`src/rtl/seq_mul_32bit.sv`:
```
// Sequential unsigned 32x32->64 shift-add multiplier. One multiplier bit per clock, reusing a single RCA_32bit.
// Optional build macro SEQ_MUL_ZERO_SKIP_EN: a zero operand at accept goes straight to DONE with P=0.

module fa_cell (
  input  logic a,
  input  logic b,
  input  logic ci,
  output logic s,
  output logic co
);
  assign s  = a ^ b ^ ci;
  assign co = (a & b) | (ci & (a ^ b));
endmodule

module RCA_32bit (
  input  logic [31:0] a,
  input  logic [31:0] b,
  input  logic        cin,
  output logic [31:0] s,
  output logic        cout
);
  logic [32:0] c;

  assign c[0] = cin;

  // Bit i's carry-out is bit i+1's carry-in, which forms the ripple chain.
  fa_cell u_fa [31:0] (
    .a  (a),
    .b  (b),
    .ci (c[31:0]),
    .s  (s),
    .co (c[32:1])
  );

  assign cout = c[32];
endmodule

module seq_mul_32bit (
  input  logic        clk,
  input  logic        rst_n,
  input  logic        start,
  input  logic [31:0] A,
  input  logic [31:0] B,
  output logic [63:0] P,
  output logic        busy,
  output logic        done
);
  typedef enum logic [1:0] {
    IDLE = 2'd0,
    RUN  = 2'd1,
    DONE = 2'd2
  } state_t;

  state_t      state, state_nx;
  logic [31:0] mcand, hi, lo;
  logic [31:0] addend, sum;
  logic        carry;
  logic [5:0]  cnt;
  logic        accept, zero_op, last_iter;

  assign accept    = (state == IDLE) && start;
  assign last_iter = (state == RUN) && (cnt == 6'd31);

`ifdef SEQ_MUL_ZERO_SKIP_EN
  assign zero_op = (A == 32'd0) || (B == 32'd0);
`else
  assign zero_op = 1'b0;
`endif

  assign addend = lo[0] ? mcand : 32'd0;

  RCA_32bit u_rca (
    .a    (hi),
    .b    (addend),
    .cin  (1'b0),
    .s    (sum),
    .cout (carry)
  );

  always_ff @(posedge clk or negedge rst_n) begin
    if (!rst_n) state <= IDLE;
    else        state <= state_nx;
  end

  always_comb begin
    state_nx = state;
    case (state)
      IDLE:    if (start) state_nx = zero_op ? DONE : RUN;
      RUN:     if (cnt == 6'd31) state_nx = DONE;
      DONE:    state_nx = IDLE;
      default: state_nx = IDLE;
    endcase
  end

  // The adder carry becomes hi[31] after the shift, so the 64-bit accumulator cannot overflow.
  always_ff @(posedge clk or negedge rst_n) begin
    if (!rst_n) begin
      mcand <= 32'd0;
      hi    <= 32'd0;
      lo    <= 32'd0;
      cnt   <= 6'd0;
    end else if (accept) begin
      mcand <= A;
      hi    <= 32'd0;
      lo    <= B;
      cnt   <= 6'd0;
    end else if (state == RUN) begin
      hi  <= {carry, sum[31:1]};
      lo  <= {sum[0], lo[31:1]};
      cnt <= cnt + 6'd1;
    end
  end

  always_ff @(posedge clk or negedge rst_n) begin
    if (!rst_n) begin
      P <= 64'd0;
    end else if (accept && zero_op) begin
      P <= 64'd0;
    end else if (last_iter) begin
      P <= {carry, sum, lo[31:1]};
    end
  end

  // Flags are registered from the next state, so they line up with the state register.
  always_ff @(posedge clk or negedge rst_n) begin
    if (!rst_n) begin
      busy <= 1'b0;
      done <= 1'b0;
    end else begin
      busy <= (state_nx != IDLE);
      done <= (state_nx == DONE);
    end
  end
endmodule

```
`config.mk`:
```
export PLATFORM = sky130hd
export DESIGN_NAME = seq_mul_32bit
export DESIGN_NICKNAME = d
export VERILOG_FILES = /design/src/rtl/seq_mul_32bit.sv
export SDC_FILE = /design/constraint.sdc
export NUM_CORES = 1
export LEC_CHECK = 0
export CAP_MARGIN = 20
export CORE_ASPECT_RATIO = 1.2
export CORE_MARGIN = 1.5
export CORE_UTILIZATION = 57
export CTS_CLUSTER_DIAMETER = 150
export CTS_CLUSTER_SIZE = 20
export DETAILED_ROUTE_END_ITERATION = 7
export PLACE_DENSITY_LB_ADDON = 0.25
export SETUP_SLACK_MARGIN = 0.4
export SLEW_MARGIN = 40
export SYNTH_ARGS = -nofsm -noshare
export SYNTH_HDL_FRONTEND = slang
export SYNTH_SLANG_ARGS = --single-unit
```
`constraint.sdc`:
```
create_clock -name clk -period 26.3 [get_ports clk]
set_input_delay 6.575 -clock clk [delete_from_list [all_inputs] [get_ports clk]]
set_output_delay 6.575 -clock clk [all_outputs]
set_load 0.005 [all_outputs]
```
==> results of run 1 <==
==> routing by layer <==
| layer | share of wire | vias up |
|---|---|---|
| met5 | 0 | - |
| met3 | 0.064 | 24 |
| li1 | - | 2400 |
| met1 | 0.39 | 2642 |
| met4 | 0.017 | 0 |
| met2 | 0.52 | 193 |
==> report_power, final <==
group	internal, mW	leakage (nW)	switching [mW]
clock network	0.148	0.289	0.0962
logic	0.212	1.71	0.202
registers	0.378	2.16	0.0644
==> final cells by class <==
class	instances	area, um^2	share of cell area
flip-flops and latches	170	4250	0.448
multi-input cells	381	2750	0.290
repair buffers	144	1450	0.152
clock buffers	26	529	0.0558
inverters	65	244	0.0257
well taps	164	205	0.0216
clock inverters	5	56.3	0.00594
==> cells in the final DEF (no fill, tap or decap), types with 2 or more instances in the layout <==
| cell | synthesis | layout |
|---|---|---|
| dfrtp_1 | 170 | 170 |
| nand2_1 | 163 | 163 |
| clkdlybuf4s50_1 | 0 | 131 |
| inv_1 | 65 | 64 |
| o21ai_0 | 35 | 35 |
| mux2i_1 | 33 | 33 |
| a22oi_1 | 32 | 32 |
| o22ai_1 | 31 | 31 |
| fa_1 | 31 | 31 |
| mux2_1 | 17 | 17 |
| clkbuf_16 | 0 | 17 |
| mux2_2 | 15 | 15 |
| buf_4 | 2 | 9 |
| clkbuf_8 | 0 | 8 |
| nor3_1 | 2 | 2 |
| a21oi_1 | 2 | 2 |
| ha_1 | 2 | 2 |
| clkinv_2 | 0 | 2 |
| clkbuf_1 | 15 | 2 |
==> kinds of logic after synthesis <==
family / after synthesis
buffers and inverters: 105
AND/OR/NAND/NOR: 177
adder cells (fa/ha/maj): 33
AO/OA/AOI/OAI: 106
multiplexers: 65
flip-flops: 170
==> registers in the layout, summed over array words and instances (netlist names) <==
signal	cells
cnt	6
done	1
busy	1
state	2
P	64
lo	32
hi	32
mcand	32
==> worst min path at each step <==
stage | startpoint | slack, ps | depth (start not counted) | end
floorplan | mcand[0] | 440 | 2 | mcand[0]
global placement | mcand[0] | 450 | 2 | mcand[0]
detailed placement | mcand[0] | 460 | 2 | mcand[0]
CTS | mcand[0] | 480 | 2 | mcand[0]
global route | mcand[23] | 500 | 2 | mcand[23]
finish | mcand[0] | 470 | 2 | mcand[0]
==> cells in the mapped netlist <==
| master | n | share of area |
|---|---|---|
| o311ai_0 | 1 | 0.0012 |
| a21oi_1 | 2 | 0.0013 |
| ha_1 | 2 | 0.0033 |
| o21ai_0 | 35 | 0.023 |
| nor3b_2 | 1 | 0.0017 |
| nand3_1 | 1 | 0.00067 |
| dfrtp_1 | 170 | 0.57 |
| nor2_1 | 1 | 0.00050 |
| a22oi_1 | 32 | 0.032 |
| nor3_1 | 2 | 0.0013 |
| mux2_1 | 17 | 0.026 |
| fa_1 | 31 | 0.083 |
| mux2i_1 | 33 | 0.044 |
| inv_1 | 65 | 0.033 |
| o41ai_1 | 1 | 0.0012 |
| nor3b_1 | 1 | 0.0010 |
| buf_6 | 8 | 0.012 |
| nand2b_1 | 1 | 0.00084 |
| nand2_1 | 163 | 0.082 |
| o22ai_1 | 31 | 0.026 |
| o21bai_4 | 1 | 0.0025 |
| nand4_1 | 1 | 0.00084 |
| nor2b_1 | 2 | 0.0017 |
| o31ai_1 | 1 | 0.0010 |
| and2_1 | 1 | 0.00084 |
| or3b_2 | 1 | 0.0012 |
| a22o_1 | 1 | 0.0012 |
| nand3b_4 | 1 | 0.0027 |
| buf_8 | 1 | 0.0020 |
| clkbuf_1 | 15 | 0.0075 |
| o211ai_1 | 1 | 0.0010 |
| buf_4 | 2 | 0.0020 |
| mux2_2 | 15 | 0.023 |
| buf_2 | 14 | 0.0094 |
| nor3_2 | 1 | 0.0013 |
==> tightest hold or removal path, cell delays in order (launching register included) <==
cell and delay [ps]:
dfrtp_1 330, nand2_1 50, nand2_1 60
==> stage by stage <==
step           hold slack, ps  utilization  power [mW]
6_report                  474        0.746        1.10
3_3_place_gp              454        0.695       0.823
4_1_cts                   477        0.743        1.11
5_1_grt                   501        0.746        1.17
2_1_floorplan             437            -       0.678
3_5_place_dp              463        0.697       0.850
==> results.sh, run 1 <==
export IMPL_finalSetupViolations=0
export IMPL_initial_core_util=0.588
export IMPL_hold_class="flip-flop to flip-flop"
export IMPL_clockBufferDepth=2
export IMPL_grt_first_pass_wirelength_mm=27.1
export IMPL_place_gp_congestion=0.791
export IMPL_antenna_left=0
export IMPL_fp_coreArea_um2=12700
export IMPL_ff2ff_setup_slack_ps=11370
export IMPL_place_ws_ps=11430
export IMPL_tightest_slew_ps=738
export IMPL_grt_max_degree=95
export IMPL_post_cts_resized=0
export IMPL_cp_slowest_cell="fa_1"
export IMPL_cts_clk_slew_worst_paths_ps=60
export IMPL_p_per_area_nw_per_um2=116
export IMPL_cts_tree="built"
export IMPL_drc=0
export IMPL_crit_top_cell="fa_1"
export IMPL_path_buf_inv=2
export IMPL_gr_usage_met3=0.0664
export IMPL_grt_pass1_vias=5628
export IMPL_wire_per_inst_um=17.2
export IMPL_drive_above_1_share=0.0809
export IMPL_critPathKind="flip-flop to flip-flop"
export IMPL_fin_area_um2=9490
export IMPL_status="complete, no violations"
export IMPL_htreeDepth=4
export IMPL_grtUsageMet2=0.447
export IMPL_yosys_warnings=0
export IMPL_ir_drop_mv=0.0584
export IMPL_cpLargestDelayFamily="adder cells"
export IMPL_postPlaceCellArea_um2=8870
export IMPL_final_cells=955
export IMPL_synthCells=656
export IMPL_synth_area_per_cell_um2=11.4
export IMPL_fin_worst_skew_ps=8.31
export IMPL_synth_area_mux_share=0.0923
export IMPL_synthAdderAreaFrac=0.0863
export IMPL_synth_distinct_cells=35
export IMPL_drt_pass1_iter_count=4
export IMPL_worstSkewPairLatency_ps=420
export IMPL_num_vias=5259
export IMPL_r2r_start="lo[0]"
export IMPL_synth_top_family_by_area="simple AND/OR/NAND/NOR gates"
export IMPL_yosys_area_share_simple=0.0963
export IMPL_syn_nets=756
export IMPL_via_per_inst=5.51
export IMPL_drt_iter0_drc=329
export IMPL_nets=879
export IMPL_place_inst=923
export IMPL_netlist_area_um2=7480
export IMPL_leakage_nw=4.16
export IMPL_hold_viol=0
export IMPL_use_met1=0.302
export IMPL_cp_slowest_stage_delay_ps=550
export IMPL_wl_mm=16.5
export IMPL_synth_compound_area_share=0.0908
export IMPL_dp_hpwl_mm=10.7
export IMPL_pin_count=133
export IMPL_cp_end_kind="flip-flop"
export IMPL_crit_end="hi[30]"
export IMPL_cp_arrival_ps=15190
export IMPL_post_route_period_util=0.568
export IMPL_grt_overflow_total=0
export IMPL_rows=45
export IMPL_cp_depth=36
export IMPL_cts_made_buffers=17
export IMPL_cts_setup_buffers=0
export IMPL_worst_slack_ps=11370
export IMPL_die_area_um2=13800
export IMPL_cts_sinks=170
export IMPL_fmax_mhz=67.0
export IMPL_crit_required_ps=26570
export IMPL_synth_xor_xnor_area_share=0
export IMPL_clock_root_buffer="clkbuf_16"
export IMPL_fill_cells=872
export IMPL_yosys_register_bits=170
export IMPL_r2r_cells=36
export IMPL_fin_crit_ps=14930
export IMPL_seq_area_frac_synth=0.569
export IMPL_die_w_um=108
export IMPL_crit_fanout=33
export IMPL_antenna_found_initial=0
export IMPL_area_delta_synth_final_pct=26.8
export IMPL_antenna_cells=0
export IMPL_max_cap_viol_count=0
export IMPL_drv_slew=0
export IMPL_holdBufCountCts=0
export IMPL_cp_start_kind="flip-flop"
export IMPL_port_buffers=132
export IMPL_relSlewSlack=0.508
export IMPL_grt_use_total=0.256
export IMPL_tns_ps=0
export IMPL_rsz0062_at_grt="false"
export IMPL_die_h_um=128
export IMPL_busiest_layer="met2"
export IMPL_r2r_end="hi[30]"
export IMPL_crit_path_start="lo[0]"
(Power assumes the default switching activity.)
==> inputs of run 2 (changes only) <==
CORE_UTILIZATION = 53   (was 57)
clock period = 15.45 ns   (was 26.3 ns; I/O delays follow)
==> run 2 against run 1 <==
Routed wire length decreased by 1.3%; setup slack got worse by 11000 ps; first-iteration DRC count increased by 7.3%; critical endpoint unchanged; largest power group unchanged; highest routed layer unchanged.
==> results.sh, run 2 (synthesis results as in run 1) <==
export IMPL_cp_arrival_ps=14870
export IMPL_post_route_period_util=0.945
export IMPL_post_cts_resized=0
export IMPL_crit_required_ps=15720
export IMPL_status="complete, no violations"
export IMPL_clock_root_buffer="clkbuf_16"
export IMPL_seq_area_um2=4250
export IMPL_cp_slowest_cell="fa_1"
export IMPL_crit_fanout=32
export IMPL_wire_per_inst_um=16.9
export IMPL_cts_sinks=170
export IMPL_nets=878
export IMPL_worst_slack_ps=849
export IMPL_cp_start_kind="flip-flop"
export IMPL_grt_pass1_vias=5449
export IMPL_r2r_cells=34
export IMPL_area_delta_synth_final_pct=27.7
export IMPL_htreeDepth=4
export IMPL_antenna_left=0
export IMPL_place_ws_ps=712
export IMPL_fmax_mhz=68.5
export IMPL_grt_max_degree=93
export IMPL_die_h_um=133
export IMPL_drt_iter0_drc=353
export IMPL_cpLargestDelayFamily="adder cells"
export IMPL_fill_cells=1018
export IMPL_die_w_um=111
export IMPL_clockBufferDepth=2
export IMPL_tightest_slew_ps=831
export IMPL_relSlewSlack=0.446
export IMPL_p_clk_frac=0.236
export IMPL_drt_pass1_iter_count=4
export IMPL_r2r_end="hi[30]"
export IMPL_cts_setup_buffers=0
export IMPL_place_gp_congestion=0.781
export IMPL_hp_start="mcand[21]"
export IMPL_leakage_nw=4.17
export IMPL_die_area_um2=14800
export IMPL_hold_depth=2
export IMPL_finalSetupViolations=0
export IMPL_path_buf_inv=1
export IMPL_min_to="mcand[21]"
export IMPL_port_buffers=132
export IMPL_worstSkewPairLatency_ps=430
export IMPL_drv_slew=0
export IMPL_cts_made_buffers=17
export IMPL_rows=47
export IMPL_tns_ps=0
export IMPL_fp_coreArea_um2=13800
export IMPL_cp_slowest_stage_delay_ps=550
export IMPL_grt_overflow_total=0
export IMPL_final_cell_mix="dfrtp_1 (170), nand2_1 (163), clkdlybuf4s50_1 (131), inv_1 (64), o21ai_0 (35)"
export IMPL_largest_register_ff_count=64
export IMPL_cp_end_kind="flip-flop"
export IMPL_dp_hpwl_mm=10.7
export IMPL_mostFrequentLayoutCell="dfrtp_1"
export IMPL_p_seq_frac=0.396
export IMPL_crit_top_cell="fa_1"
export IMPL_multi_input_comb_area_um2=2750
export IMPL_sw_frac_of_total=0.324
export IMPL_ir_drop_mv=0.114
export IMPL_num_vias=5113
export IMPL_rsz0062_at_grt="false"
export IMPL_antenna_cells=0
export IMPL_via_per_inst=5.31
export IMPL_holdBufCountCts=0
export IMPL_critPathKind="flip-flop to flip-flop"
export IMPL_cts_tree="built"
export IMPL_drc=0
export IMPL_drive_above_1_share=0.0822
export IMPL_max_cap_viol_count=0
export IMPL_comb_power_share=0.367
export IMPL_switchingPower_mw=0.615
export IMPL_grt_use_total=0.231
export IMPL_hold_class="flip-flop to flip-flop"
export IMPL_grt_first_pass_wirelength_mm=26.9
export IMPL_pin_count=133
export IMPL_largest_register="P"
export IMPL_initial_core_util=0.541
export IMPL_ff2ff_setup_slack_ps=850
export IMPL_p_per_area_nw_per_um2=199
export IMPL_fin_crit_ps=14600
export IMPL_p_int_mw=1.28
export IMPL_antenna_found_initial=0
export IMPL_r2r_start="lo[0]"
export IMPL_final_core_util=0.691
export IMPL_fin_worst_skew_ps=6.73
export IMPL_timing_hold_ws_ps=479
export IMPL_hold_viol=0
export IMPL_wl_mm=16.3
export IMPL_cts_clk_slew_worst_paths_ps=60
## run 2: cell count changes in the layout (fill, tap and decap cells not counted), moves of 2 or more
| cell | previous run | this run |
|---|---|---|
| clkinv_2 | 2 | 4 |
| clkinvlp_4 | 1 | 3 |
| bufinv_16 | 1 | 4 |
| clkbuf_8 | 8 | 3 |
| buf_4 | 9 | 7 |
## run 2: worst max-delay path by stage
stage                     start  endpoint  slack [ps]  depth (start not counted)
final                     lo[0]    hi[30]         850                         34
after CTS                 lo[0]    hi[30]         570                         34
after global routing      lo[0]    hi[30]         410                         35
after floorplan           lo[0]    hi[30]        1250                         35
after detailed placement  lo[0]    hi[30]         710                         34
after global placement    lo[0]    hi[30]         950                         34
## run 2: layout make-up
cell class	count	share of cell area
multi-input cells	381	0.288
repair buffers	143	0.153
flip-flops and latches	170	0.445
inverters	65	0.0255
clock inverters	12	0.0179
clock buffers	20	0.0478
well taps	171	0.0224
## run 2: power groups by stage
stage	Clock (mW)	Sequential (mW)	Combinational (mW)
finish	0.448	0.753	0.698
CTS	0.456	0.752	0.705
floorplan	0	0.734	0.419
global placement	0	0.748	0.657
global route	0.472	0.774	0.777
detailed placement	0	0.756	0.697
## run 2: per-stage QoR
| stage | total power, mW | std cells | cell area, um^2 |
|---|---|---|---|
| 3_5_place_dp | 1.45 | 929 | 8880 |
| 6_report | 1.90 | 962 | 9560 |
| 3_3_place_gp | 1.41 | 928 | 8850 |
| 2_1_floorplan | 1.15 | 656 | 7480 |
| 5_1_grt | 2.02 | 962 | 9560 |
| 4_1_cts | 1.91 | 961 | 9510 |
## run 2: worst min-delay path: stages (launching register included)
cell and delay [ps]:
dfrtp_1 340, nand2_1 50, nand2_1 60
## run 2: per-layer routing
layer | global-route usage | wire length, um | share of wire
met2 | 0.392 | 8440 | 0.52
met3 | 0.0601 | 914 | 0.056
met1 | 0.287 | 6670 | 0.41
met4 | 0.0837 | 240 | 0.015
met5 | 0 | 0 | 0
